File: config.mk
export PLATFORM = sky130hd
export DESIGN_NAME = sobel_frame_ctrl_flat
export DESIGN_NICKNAME = d
export VERILOG_FILES = /design/src/rtl/sobel_frame_ctrl_if.sv /design/src/rtl/sobel_frame_ctrl.sv /design/src/flat_wrapper.sv
export SDC_FILE = /design/constraint.sdc
export NUM_CORES = 1
export LEC_CHECK = 0
export CORE_ASPECT_RATIO = 0.8
export CORE_MARGIN = 5
export CORE_UTILIZATION = 45
export DETAILED_ROUTE_END_ITERATION = 12
export PLACE_DENSITY = 0.76
export SLEW_MARGIN = 20
export SYNTH_ARGS = -nofsm -noshare
export SYNTH_HDL_FRONTEND = slang
export SYNTH_SLANG_ARGS = --single-unit
File: constraint.sdc
create_clock -name clk -period 2.2 [get_ports clk]
set_input_delay 0.44 -clock clk [delete_from_list [all_inputs] [get_ports clk]]
set_output_delay 0.44 -clock clk [all_outputs]
set_load 0.01 [all_outputs]
File: src/rtl/sobel_frame_ctrl_if.sv
// Handshake bundle between the Sobel frame sequencer and its environment.
// slave: the controller side. master: the source/sink/frame-RAM side.
interface sobel_frame_ctrl_if;
    logic        start;
    logic        pix_valid;
    logic        pix_ready;
    logic        wr_en;
    logic [8:0]  wr_row;
    logic [9:0]  wr_col;
    logic        rd_en;
    logic [8:0]  win_row;
    logic [9:0]  win_col;
    logic        out_ready;
    logic        out_valid;
    logic        busy;
    logic        load_done;
    logic        frame_done;
`ifdef SOBEL_FRAME_CNT_EN
    logic        abort;
    logic [15:0] frame_cnt;

    modport slave (
        input  start, pix_valid, out_ready, abort,
        output pix_ready, wr_en, wr_row, wr_col,
        output rd_en, win_row, win_col, out_valid,
        output busy, load_done, frame_done, frame_cnt
    );

    modport master (
        output start, pix_valid, out_ready, abort,
        input  pix_ready, wr_en, wr_row, wr_col,
        input  rd_en, win_row, win_col, out_valid,
        input  busy, load_done, frame_done, frame_cnt
    );
`else
    modport slave (
        input  start, pix_valid, out_ready,
        output pix_ready, wr_en, wr_row, wr_col,
        output rd_en, win_row, win_col, out_valid,
        output busy, load_done, frame_done
    );

    modport master (
        output start, pix_valid, out_ready,
        input  pix_ready, wr_en, wr_row, wr_col,
        input  rd_en, win_row, win_col, out_valid,
        input  busy, load_done, frame_done
    );
`endif
endinterface

File: src/rtl/sobel_frame_ctrl.sv
// Sobel frame sequencer: LOAD a raster frame into RAM, sweep all 3x3
// windows (PROCESS), wait for in-flight core results (DRAIN), pulse done.
// Ports: clk, reset (async, active-high), bus (sobel_frame_ctrl_if.slave):
//   start/pix_valid/out_ready in; pix_ready/wr_en/wr_row/wr_col,
//   rd_en/win_row/win_col, out_valid, busy, load_done, frame_done out.
// Optional macro SOBEL_FRAME_CNT_EN adds bus.frame_cnt and bus.abort.
module sobel_frame_ctrl #(
    parameter int RES_X    = 30,
    parameter int RES_Y    = 30,
    parameter int CORE_LAT = 1
) (
    input  logic              clk,
    input  logic              reset,
    sobel_frame_ctrl_if.slave bus
);

    typedef enum logic [1:0] {
        S_IDLE,
        S_LOAD,
        S_PROC,
        S_DRAIN
    } state_t;

    localparam logic [8:0] WR_ROW_LAST  = 9'(RES_Y - 1);
    localparam logic [9:0] WR_COL_LAST  = 10'(RES_X - 1);
    localparam logic [8:0] WIN_ROW_LAST = 9'(RES_Y - 3);
    localparam logic [9:0] WIN_COL_LAST = 10'(RES_X - 3);

    state_t              r_state;
    state_t              w_state_nxt;
    logic                r_pix_ready;
    logic                r_load_done;
    logic                r_frame_done;
    logic [8:0]          r_wr_row;
    logic [9:0]          r_wr_col;
    logic [8:0]          r_win_row;
    logic [9:0]          r_win_col;
    logic [CORE_LAT-1:0] r_pipe;
    logic [CORE_LAT-1:0] w_pipe_nxt;
    logic                w_wr_en;
    logic                w_rd_en;
    logic                w_wr_last;
    logic                w_rd_last;
    logic                w_drain_done;
    logic                w_abort;

`ifdef SOBEL_FRAME_CNT_EN
    logic [15:0]         r_frame_cnt;
    assign w_abort = bus.abort && (r_state != S_IDLE);
`else
    assign w_abort = 1'b0;
`endif

    assign w_wr_en   = bus.pix_valid & r_pix_ready;
    assign w_rd_en   = bus.out_ready & (r_state == S_PROC);
    assign w_wr_last = w_wr_en
                       && (r_wr_row == WR_ROW_LAST)
                       && (r_wr_col == WR_COL_LAST);
    assign w_rd_last = w_rd_en
                       && (r_win_row == WIN_ROW_LAST)
                       && (r_win_col == WIN_COL_LAST);

    // Result-valid delay line; bit CORE_LAT-1 is the core output strobe.
    always_comb begin
        w_pipe_nxt    = r_pipe << 1;
        w_pipe_nxt[0] = w_rd_en;
    end

    // Leave DRAIN once the last result leaves the delay line this cycle,
    // so frame_done lands in the first IDLE cycle.
    assign w_drain_done = (r_state == S_DRAIN)
                          && (w_pipe_nxt == '0)
                          && !w_abort;

    always_comb begin
        w_state_nxt = r_state;
        unique case (r_state)
            S_IDLE:  if (bus.start)   w_state_nxt = S_LOAD;
            S_LOAD:  if (w_wr_last)   w_state_nxt = S_PROC;
            S_PROC:  if (w_rd_last)   w_state_nxt = S_DRAIN;
            S_DRAIN: if (w_drain_done) w_state_nxt = S_IDLE;
            default:                  w_state_nxt = S_IDLE;
        endcase
        if (w_abort) w_state_nxt = S_IDLE;
    end

    always_ff @(posedge clk or posedge reset) begin
        if (reset) begin
            r_state      <= S_IDLE;
            r_pix_ready  <= 1'b0;
            r_load_done  <= 1'b0;
            r_frame_done <= 1'b0;
            r_pipe       <= '0;
        end else begin
            r_state      <= w_state_nxt;
            r_pix_ready  <= (w_state_nxt == S_LOAD);
            r_load_done  <= w_wr_last && !w_abort;
            r_frame_done <= w_drain_done;
            r_pipe       <= w_abort ? '0 : w_pipe_nxt;
        end
    end

    // Write address of the current LOAD beat.
    always_ff @(posedge clk or posedge reset) begin
        if (reset) begin
            r_wr_row <= '0;
            r_wr_col <= '0;
        end else if (w_abort) begin
            r_wr_row <= '0;
            r_wr_col <= '0;
        end else if (w_wr_en) begin
            if (r_wr_col == WR_COL_LAST) begin
                r_wr_col <= '0;
                if (r_wr_row == WR_ROW_LAST)
                    r_wr_row <= '0;
                else
                    r_wr_row <= r_wr_row + 9'd1;
            end else begin
                r_wr_col <= r_wr_col + 10'd1;
            end
        end
    end

    // Top-left corner of the next window to issue.
    always_ff @(posedge clk or posedge reset) begin
        if (reset) begin
            r_win_row <= '0;
            r_win_col <= '0;
        end else if (w_abort) begin
            r_win_row <= '0;
            r_win_col <= '0;
        end else if (w_rd_en) begin
            if (r_win_col == WIN_COL_LAST) begin
                r_win_col <= '0;
                if (r_win_row == WIN_ROW_LAST)
                    r_win_row <= '0;
                else
                    r_win_row <= r_win_row + 9'd1;
            end else begin
                r_win_col <= r_win_col + 10'd1;
            end
        end
    end

`ifdef SOBEL_FRAME_CNT_EN
    always_ff @(posedge clk or posedge reset) begin
        if (reset)
            r_frame_cnt <= '0;
        else if (w_drain_done)
            r_frame_cnt <= r_frame_cnt + 16'd1;
    end

    assign bus.frame_cnt = r_frame_cnt;
`endif

    assign bus.pix_ready  = r_pix_ready;
    assign bus.wr_en      = w_wr_en;
    assign bus.wr_row     = r_wr_row;
    assign bus.wr_col     = r_wr_col;
    assign bus.rd_en      = w_rd_en;
    assign bus.win_row    = r_win_row;
    assign bus.win_col    = r_win_col;
    assign bus.out_valid  = r_pipe[CORE_LAT-1];
    assign bus.busy       = (r_state != S_IDLE);
    assign bus.load_done  = r_load_done;
    assign bus.frame_done = r_frame_done;

endmodule
File: src/flat_wrapper.sv
// flat-port wrapper written by rule: the top's interface ports become plain ports
module sobel_frame_ctrl_flat 
#(
    parameter int RES_X    = 30,
    parameter int RES_Y    = 30,
    parameter int CORE_LAT = 1
)
  (clk, reset, bus_start, bus_pix_valid, bus_out_ready, bus_pix_ready, bus_wr_en, bus_wr_row, bus_wr_col, bus_rd_en, bus_win_row, bus_win_col, bus_out_valid, bus_busy, bus_load_done, bus_frame_done);
  sobel_frame_ctrl_if bus_i ();
  input  logic clk;
  input  logic reset;
  input wire logic [$bits(bus_i.start)-1:0] bus_start;
  input wire logic [$bits(bus_i.pix_valid)-1:0] bus_pix_valid;
  input wire logic [$bits(bus_i.out_ready)-1:0] bus_out_ready;
  output wire logic [$bits(bus_i.pix_ready)-1:0] bus_pix_ready;
  output wire logic [$bits(bus_i.wr_en)-1:0] bus_wr_en;
  output wire logic [$bits(bus_i.wr_row)-1:0] bus_wr_row;
  output wire logic [$bits(bus_i.wr_col)-1:0] bus_wr_col;
  output wire logic [$bits(bus_i.rd_en)-1:0] bus_rd_en;
  output wire logic [$bits(bus_i.win_row)-1:0] bus_win_row;
  output wire logic [$bits(bus_i.win_col)-1:0] bus_win_col;
  output wire logic [$bits(bus_i.out_valid)-1:0] bus_out_valid;
  output wire logic [$bits(bus_i.busy)-1:0] bus_busy;
  output wire logic [$bits(bus_i.load_done)-1:0] bus_load_done;
  output wire logic [$bits(bus_i.frame_done)-1:0] bus_frame_done;
  assign bus_i.start = bus_start;
  assign bus_i.pix_valid = bus_pix_valid;
  assign bus_i.out_ready = bus_out_ready;
  assign bus_pix_ready = bus_i.pix_ready;
  assign bus_wr_en = bus_i.wr_en;
  assign bus_wr_row = bus_i.wr_row;
  assign bus_wr_col = bus_i.wr_col;
  assign bus_rd_en = bus_i.rd_en;
  assign bus_win_row = bus_i.win_row;
  assign bus_win_col = bus_i.win_col;
  assign bus_out_valid = bus_i.out_valid;
  assign bus_busy = bus_i.busy;
  assign bus_load_done = bus_i.load_done;
  assign bus_frame_done = bus_i.frame_done;
  sobel_frame_ctrl #(.RES_X(RES_X), .RES_Y(RES_Y), .CORE_LAT(CORE_LAT)) u_core (.clk(clk), .reset(reset), .bus(bus_i));
endmodule
After elaboration in Yosys (flattened, before gate mapping)
Index checks and enable logic that the tools add are counted.
{"block": "totals", "ff_bits": 44, "latch_bits": 0, "ram_bits": 0, "romBits": 0, "input_bits": 5, "memories": 0}
{"block": "op_classes", "add_sub_neg": 4, "mul": 0, "n_div": 0, "n_lt_le_gt_ge": 0, "n_eq_ne": 8, "shifts": 0, "n_mux": 9, "bitwise_logic": 3, "reduce_logical": 9}
{"op": "10-bit by 1-bit adder with 10-bit output, second input constant", "n": 2}
{"op": "10-bit by 5-bit == test with 1-bit output, second input constant", "n": 2}
{"op": "10-bit two-way mux", "n": 2}
{"op": "9-bit by 1-bit adder with 9-bit output, second input constant", "n": 2}
{"op": "9-bit by 5-bit == test with 1-bit output, second input constant", "n": 2}
{"op": "9-bit two-way mux", "n": 2}
{"op": "2-bit two-way mux", "n": 4}
{"op": "2-bit case mux with 4 select lines", "n": 1}
{"op": "1-bit logical AND", "n": 5}
{"op": "2-bit by 1-bit == test with 1-bit output, second input constant", "n": 2}
{"op": "2-bit == test, second input constant", "n": 2}
{"op": "2-bit AND reduction", "n": 2}
{"op": "1-bit bitwise AND", "n": 2}
{"op": "2-bit logical NOT", "n": 1}
{"op": "2-bit nonzero test", "n": 1}
{"op": "1-bit NOT", "n": 1}

Longest topological paths before layout
{"block": "logic_depth", "ltp_word": 7, "ltp_mapped": 7}

Worst setup path after synthesis
OpenSTA, ideal clock, no wires.
{"block": "synth_path", "path_type": "register to register", "startpoint": "register u_core.r_wr_col[1] (netlist: u_core.bus.wr_col[1])", "endpoint": "register u_core.r_wr_row[7] (netlist: u_core.bus.wr_row[7])", "setup_ps": 125, "arrival_ps": 2226, "path_slack_ps": -151, "stages_incl_launch_ff": 8, "cell_sequence": "dfrtp_1 -> inv_1 -> ha_1 -> or4b_1 -> or3_1 -> buf_2 -> or3_1 -> mux2_4"}
{"block": "synth_between", "elab_chain_len": 2}
{"item": "start: declaration", "line": "sobel_frame_ctrl.sv:35", "source": "logic [9:0] r_wr_col;"}
{"item": "start signal: assignment", "line": "sobel_frame_ctrl.sv:119", "source": "r_wr_col <= r_wr_col + 10'd1;"}
{"item": "10-bit by 5-bit == test with 1-bit output", "line": "sobel_frame_ctrl.sv:112", "source": "if (r_wr_col == WR_COL_LAST) begin"}
{"item": "2-bit AND reduction (no line)"}
{"item": "end signal: assignment", "line": "sobel_frame_ctrl.sv:117", "source": "r_wr_row <= r_wr_row + 9'd1;"}
{"item": "end: declaration", "line": "sobel_frame_ctrl.sv:34", "source": "logic [8:0] r_wr_row;"}
No other way between the ends.
A chain may end at the register's enable or synchronous reset.

Final worst setup path
Same ends and word-level chain as after synthesis.

==> run_summary.xml <==
<?xml version="1.0" encoding="UTF-8"?>
<metrics>
  <group name="logic_synthesis">
    <metric name="synth_top_area_cell" unit="">sky130_fd_sc_hd__dfrtp_1</metric>
    <metric name="synth_top_area_share" unit="%">50.72</metric>
    <metric name="netlist-cell-type-count" unit="">40</metric>
    <metric name="postSynthCellCount" unit="">216</metric>
    <metric name="seq_area_frac_synth" unit="%">50.72</metric>
    <metric name="avgSynthCellArea" unit="um^2">10.05</metric>
    <metric name="ys_seq_elements" unit="">44</metric>
    <metric name="synth_warnings" unit="">0</metric>
    <metric name="netlist_top_cells_area" unit="">sky130_fd_sc_hd__dfrtp_1 51%, sky130_fd_sc_hd__xor2_1 4.4%, sky130_fd_sc_hd__nand2_1 4.3%</metric>
    <metric name="synth-edff-count" unit="">0</metric>
    <metric name="post_synthesis_cell_area" unit="mm^2">0.002171</metric>
    <metric name="synth-async-reset-ratio" unit="%">100.0</metric>
    <metric name="ys_dominant_reg_cell" unit="">sky130_fd_sc_hd__dfrtp_1</metric>
    <metric name="net_count_after_synthesis" unit="">227</metric>
  </group>
  <group name="detailed_routing">
    <metric name="count_of_tritonroute_iterations_in_the_first_routing_pass" unit="">4</metric>
    <metric name="drt-vias-per-instance" unit="">5.453</metric>
    <metric name="vias" unit="">1903</metric>
    <metric name="postRouteAntennaNets" unit="">0</metric>
    <metric name="remaining_drc_errors" unit="">0</metric>
    <metric name="wire_per_inst" unit="um">14.23</metric>
    <metric name="initialDrtViolationCount" unit="">104</metric>
    <metric name="total_wire_length" unit="um">4965</metric>
  </group>
  <group name="cts">
    <metric name="clock_tree.root_cell" unit="">sky130_fd_sc_hd__clkbuf_8</metric>
    <metric name="tritoncts.num_buffers" unit="">5</metric>
    <metric name="setup_buffers_after_cts" unit="">0</metric>
    <metric name="cts_max_path_buffers" unit="">2</metric>
    <metric name="cts_tree" unit="">built</metric>
    <metric name="cts-htree-levels" unit="">2</metric>
    <metric name="clkLatencyLatePin" unit="ns">0.30</metric>
    <metric name="cts.sinks" unit="">44</metric>
    <metric name="clk_pin_slew" unit="ns">0.09</metric>
  </group>
  <group name="die">
    <metric name="die_w" unit="um">87.66</metric>
    <metric name="std_cell_rows" unit="">22</metric>
    <metric name="die_h" unit="um">72.12</metric>
    <metric name="initial_core_utilization" unit="%">46.94</metric>
    <metric name="boundaryPins" unit="">50</metric>
    <metric name="core_region_area" unit="mm^2">0.004624</metric>
    <metric name="die_area" unit="mm^2">0.006322</metric>
  </group>
  <group name="power_and_ir_drop">
    <metric name="total_leakage_power" unit="nW">1.320</metric>
    <metric name="switchingPower" unit="W">0.0006480</metric>
    <metric name="seqPwrFrac" unit="%">47.5</metric>
    <metric name="cellPowerDensity" unit="mW/mm^2">698.8</metric>
    <metric name="internal_power" unit="W">0.001429</metric>
    <metric name="clock_power_share" unit="%">23.6</metric>
    <metric name="sw_frac_of_total" unit="%">31.21</metric>
    <metric name="vdd.ir_drop.worst" unit="mV">0.5606</metric>
    <metric name="comb_power_share" unit="%">28.9</metric>
    <metric name="power.total" unit="W">0.002077</metric>
  </group>
  <group name="timing">
    <metric name="setup_violations" unit="">0</metric>
    <metric name="max_freq" unit="GHz">0.4672</metric>
    <metric name="grt_setup_unrepaired" unit="">no</metric>
    <metric name="clock_skew" unit="ns">0.01460</metric>
    <metric name="worst-slew-pin-transition" unit="ns">0.4499</metric>
    <metric name="period_minus_slack" unit="ns">2.140</metric>
    <metric name="report.final.hold_viol_count" unit="">0</metric>
    <metric name="fin_crit_sh" unit="%">97.29</metric>
    <metric name="slew_headroom" unit="%">69.77</metric>
    <metric name="slew_viol_final" unit="">0</metric>
  </group>
  <group name="grt">
    <metric name="grt_pass1_wl" unit="um">8452</metric>
    <metric name="number_of_antenna_violations_at_the_first_check_in_global_routing" unit="">0</metric>
    <metric name="grt.overflow.total" unit="">0</metric>
    <metric name="globalRouteTotalUtil" unit="%">16.96</metric>
    <metric name="grt_start_max_net_pins" unit="">28</metric>
    <metric name="first_global_vias" unit="">1701</metric>
  </group>
  <group name="final_layout">
    <metric name="final_nets" unit="">300</metric>
    <metric name="antenna-diode-count" unit="">0</metric>
    <metric name="areaGrowthSynthToFinish" unit="%">36.89</metric>
    <metric name="final_area" unit="mm^2">0.002972</metric>
    <metric name="fraction_of_final_layout_cells_sized_beyond_drive_strength_1" unit="%">13.84</metric>
    <metric name="final_core_util" unit="%">64.26</metric>
  </group>
  <group name="status">
    <metric name="status" unit="">complete, no violations</metric>
  </group>
  <group name="worst_setup_path">
    <metric name="timing.critical_path.from_type" unit="">flip-flop</metric>
    <metric name="worstRegToRegCells" unit="">6</metric>
    <metric name="reg2reg_setup_slack" unit="ns">0.06</metric>
    <metric name="worst-endpoint-required" unit="ns">2.40</metric>
    <metric name="path_class" unit="">flip-flop to flip-flop</metric>
    <metric name="critical_path_peak_fanout" unit="">3</metric>
    <metric name="rr_endpoint" unit="">u_core.bus.wr_row[7]</metric>
    <metric name="reg_to_reg_critical_path_startpoint" unit="">u_core.bus.wr_col[1]</metric>
    <metric name="cp_data_arrival_time" unit="ns">2.34</metric>
    <metric name="critPathCaptureType" unit="">flip-flop</metric>
  </group>
  <group name="place">
    <metric name="placement.io_buffers" unit="">49</metric>
    <metric name="placed_standard_cell_area" unit="mm^2">0.002880</metric>
    <metric name="detailed_place_hpwl" unit="um">3723</metric>
    <metric name="gp_congestion" unit="">0.8231</metric>
  </group>
  <group name="run">
    <metric name="cap_violations" unit="">0</metric>
  </group>
  <group name="min_path">
    <metric name="holdCritPathClass" unit="">input port to asynchronous set/reset pin</metric>
  </group>
</metrics>
==> worst max-delay path by stage <==
stage                               from                   end
finish              u_core.bus.wr_col[1]  u_core.bus.wr_row[7]
global route        u_core.bus.wr_col[1]  u_core.bus.wr_row[7]
CTS                 u_core.bus.wr_col[1]  u_core.bus.wr_row[7]
detailed placement         bus_pix_valid  u_core.bus.wr_row[7]
global placement           bus_pix_valid  u_core.bus.wr_row[7]
floorplan           u_core.bus.wr_col[1]  u_core.bus.wr_row[7]
==> critical path: stages, from the launching register on <==
cell	delay [ns]
sky130_fd_sc_hd__dfrtp_2	0.41
sky130_fd_sc_hd__inv_1	0.05
sky130_fd_sc_hd__ha_1	0.13
sky130_fd_sc_hd__or4b_4	0.47
sky130_fd_sc_hd__or3_4	0.35
sky130_fd_sc_hd__or3_4	0.34
sky130_fd_sc_hd__mux2_4	0.30
==> synth_stat cells (6+ instances only) <==
cell and n:
sky130_fd_sc_hd__ha_1 6, sky130_fd_sc_hd__dfrtp_1 44, sky130_fd_sc_hd__a21oi_1 6, sky130_fd_sc_hd__nand4_1 12, sky130_fd_sc_hd__nand2_1 25, sky130_fd_sc_hd__nand3_1 12
sky130_fd_sc_hd__nor2_1 17, sky130_fd_sc_hd__xor2_1 11, sky130_fd_sc_hd__inv_1 8, sky130_fd_sc_hd__xnor2_1 8, sky130_fd_sc_hd__o21ai_0 8, sky130_fd_sc_hd__and3_1 8
==> layout by cell type (no fill, tap or decap), drive strengths merged, types with 2 or more instances in the layout <==
master	instances
clkdlybuf4s50	49
dfrtp	44
nand2	25
buf	20
nor2	17
nand3	12
nand4	12
xor2	11
and3	8
o21ai	8
xnor2	8
inv	7
a21oi	6
ha	6
nor3	5
clkbuf	5
and2	4
mux2i	4
or3	4
or2	3
o31ai	3
mux2	3
nor4	3
nor4b	2
and4	2
a311oi	2
or4b	2
clkinv	2
==> power by group through the flow <==
stage	combinational, W	sequential (W)	clock, W
final	0.000600	0.000987	0.000489
after global routing	0.000665	0.00100	0.000546
after CTS	0.000603	0.000987	0.000510
after detailed placement	0.000597	0.00100	0
after global placement	0.000589	0.000996	0
after floorplan	0.000216	0.00106	0
==> flip-flops by register name (all words and copies together), names as in the netlist <==
| signal | cells |
|---|---|
| u_core.bus.wr_row | 9 |
| u_core.bus.win_row | 9 |
| u_core.bus.load_done | 1 |
| u_core.bus.wr_col | 10 |
| u_core.r_state | 2 |
| u_core.bus.frame_done | 1 |
| u_core.bus.win_col | 10 |
| u_core.bus.out_valid | 1 |
| u_core.bus.pix_ready | 1 |
==> final cells by class <==
class / instances / area (um^2)
fill: 399 / 1653
sequential: 44 / 1104
clock inverter: 2 / 12.51
tap: 60 / 75.07
timing repair buffer: 69 / 640.6
inverter: 8 / 30.03
multi-input combinational: 161 / 1041
clock buffer: 5 / 68.82
==> stage by stage <==
step | TNS (ns) | hold WS (ns) | worst slack [ns] | std cells
2_1_floorplan | -0.06820 | 0.4812 | -0.06820 | 216
3_3_place_gp | 0 | 0.4838 | 0.04708 | 342
3_5_place_dp | -0.01166 | 0.4934 | -0.01166 | 342
4_1_cts | 0 | 0.4598 | 0.04648 | 349
5_1_grt | 0 | 0.4808 | 0.007604 | 349
6_report | 0 | 0.4573 | 0.05959 | 349
==> cell families after synthesis <==
| logic type | count (synthesis) | share of synthesized area [%] |
|---|---|---|
| AND/OR/NAND/NOR | 103 | 25.19 |
| flip-flops | 44 | 50.72 |
| AO/OA/AOI/OAI | 26 | 7.436 |
| XOR/XNOR | 19 | 7.666 |
| buffers and inverters | 11 | 1.960 |
| multiplexers | 7 | 3.573 |
| adder cells (fa/ha/maj) | 6 | 3.458 |
==> metal layers <==
| metal | share of wire [%] | up-vias | track usage (%) |
|---|---|---|---|
| met5 | 0 | - | 0 |
| met4 | 1.2 | 0 | 5.622 |
| met3 | 5.0 | 6 | 4.313 |
| met2 | 44 | 54 | 22.32 |
| met1 | 50 | 924 | 26.64 |
| li1 | - | 919 | - |
==> repair_timing <==
| action | CTS | global route |
|---|---|---|
| setup endpoints to repair | 0 | 1 |
| resized for setup | 0 | 2 |
| hold buffers | 0 | 0 |
Note: power is estimated with default switching activity, not from simulation.
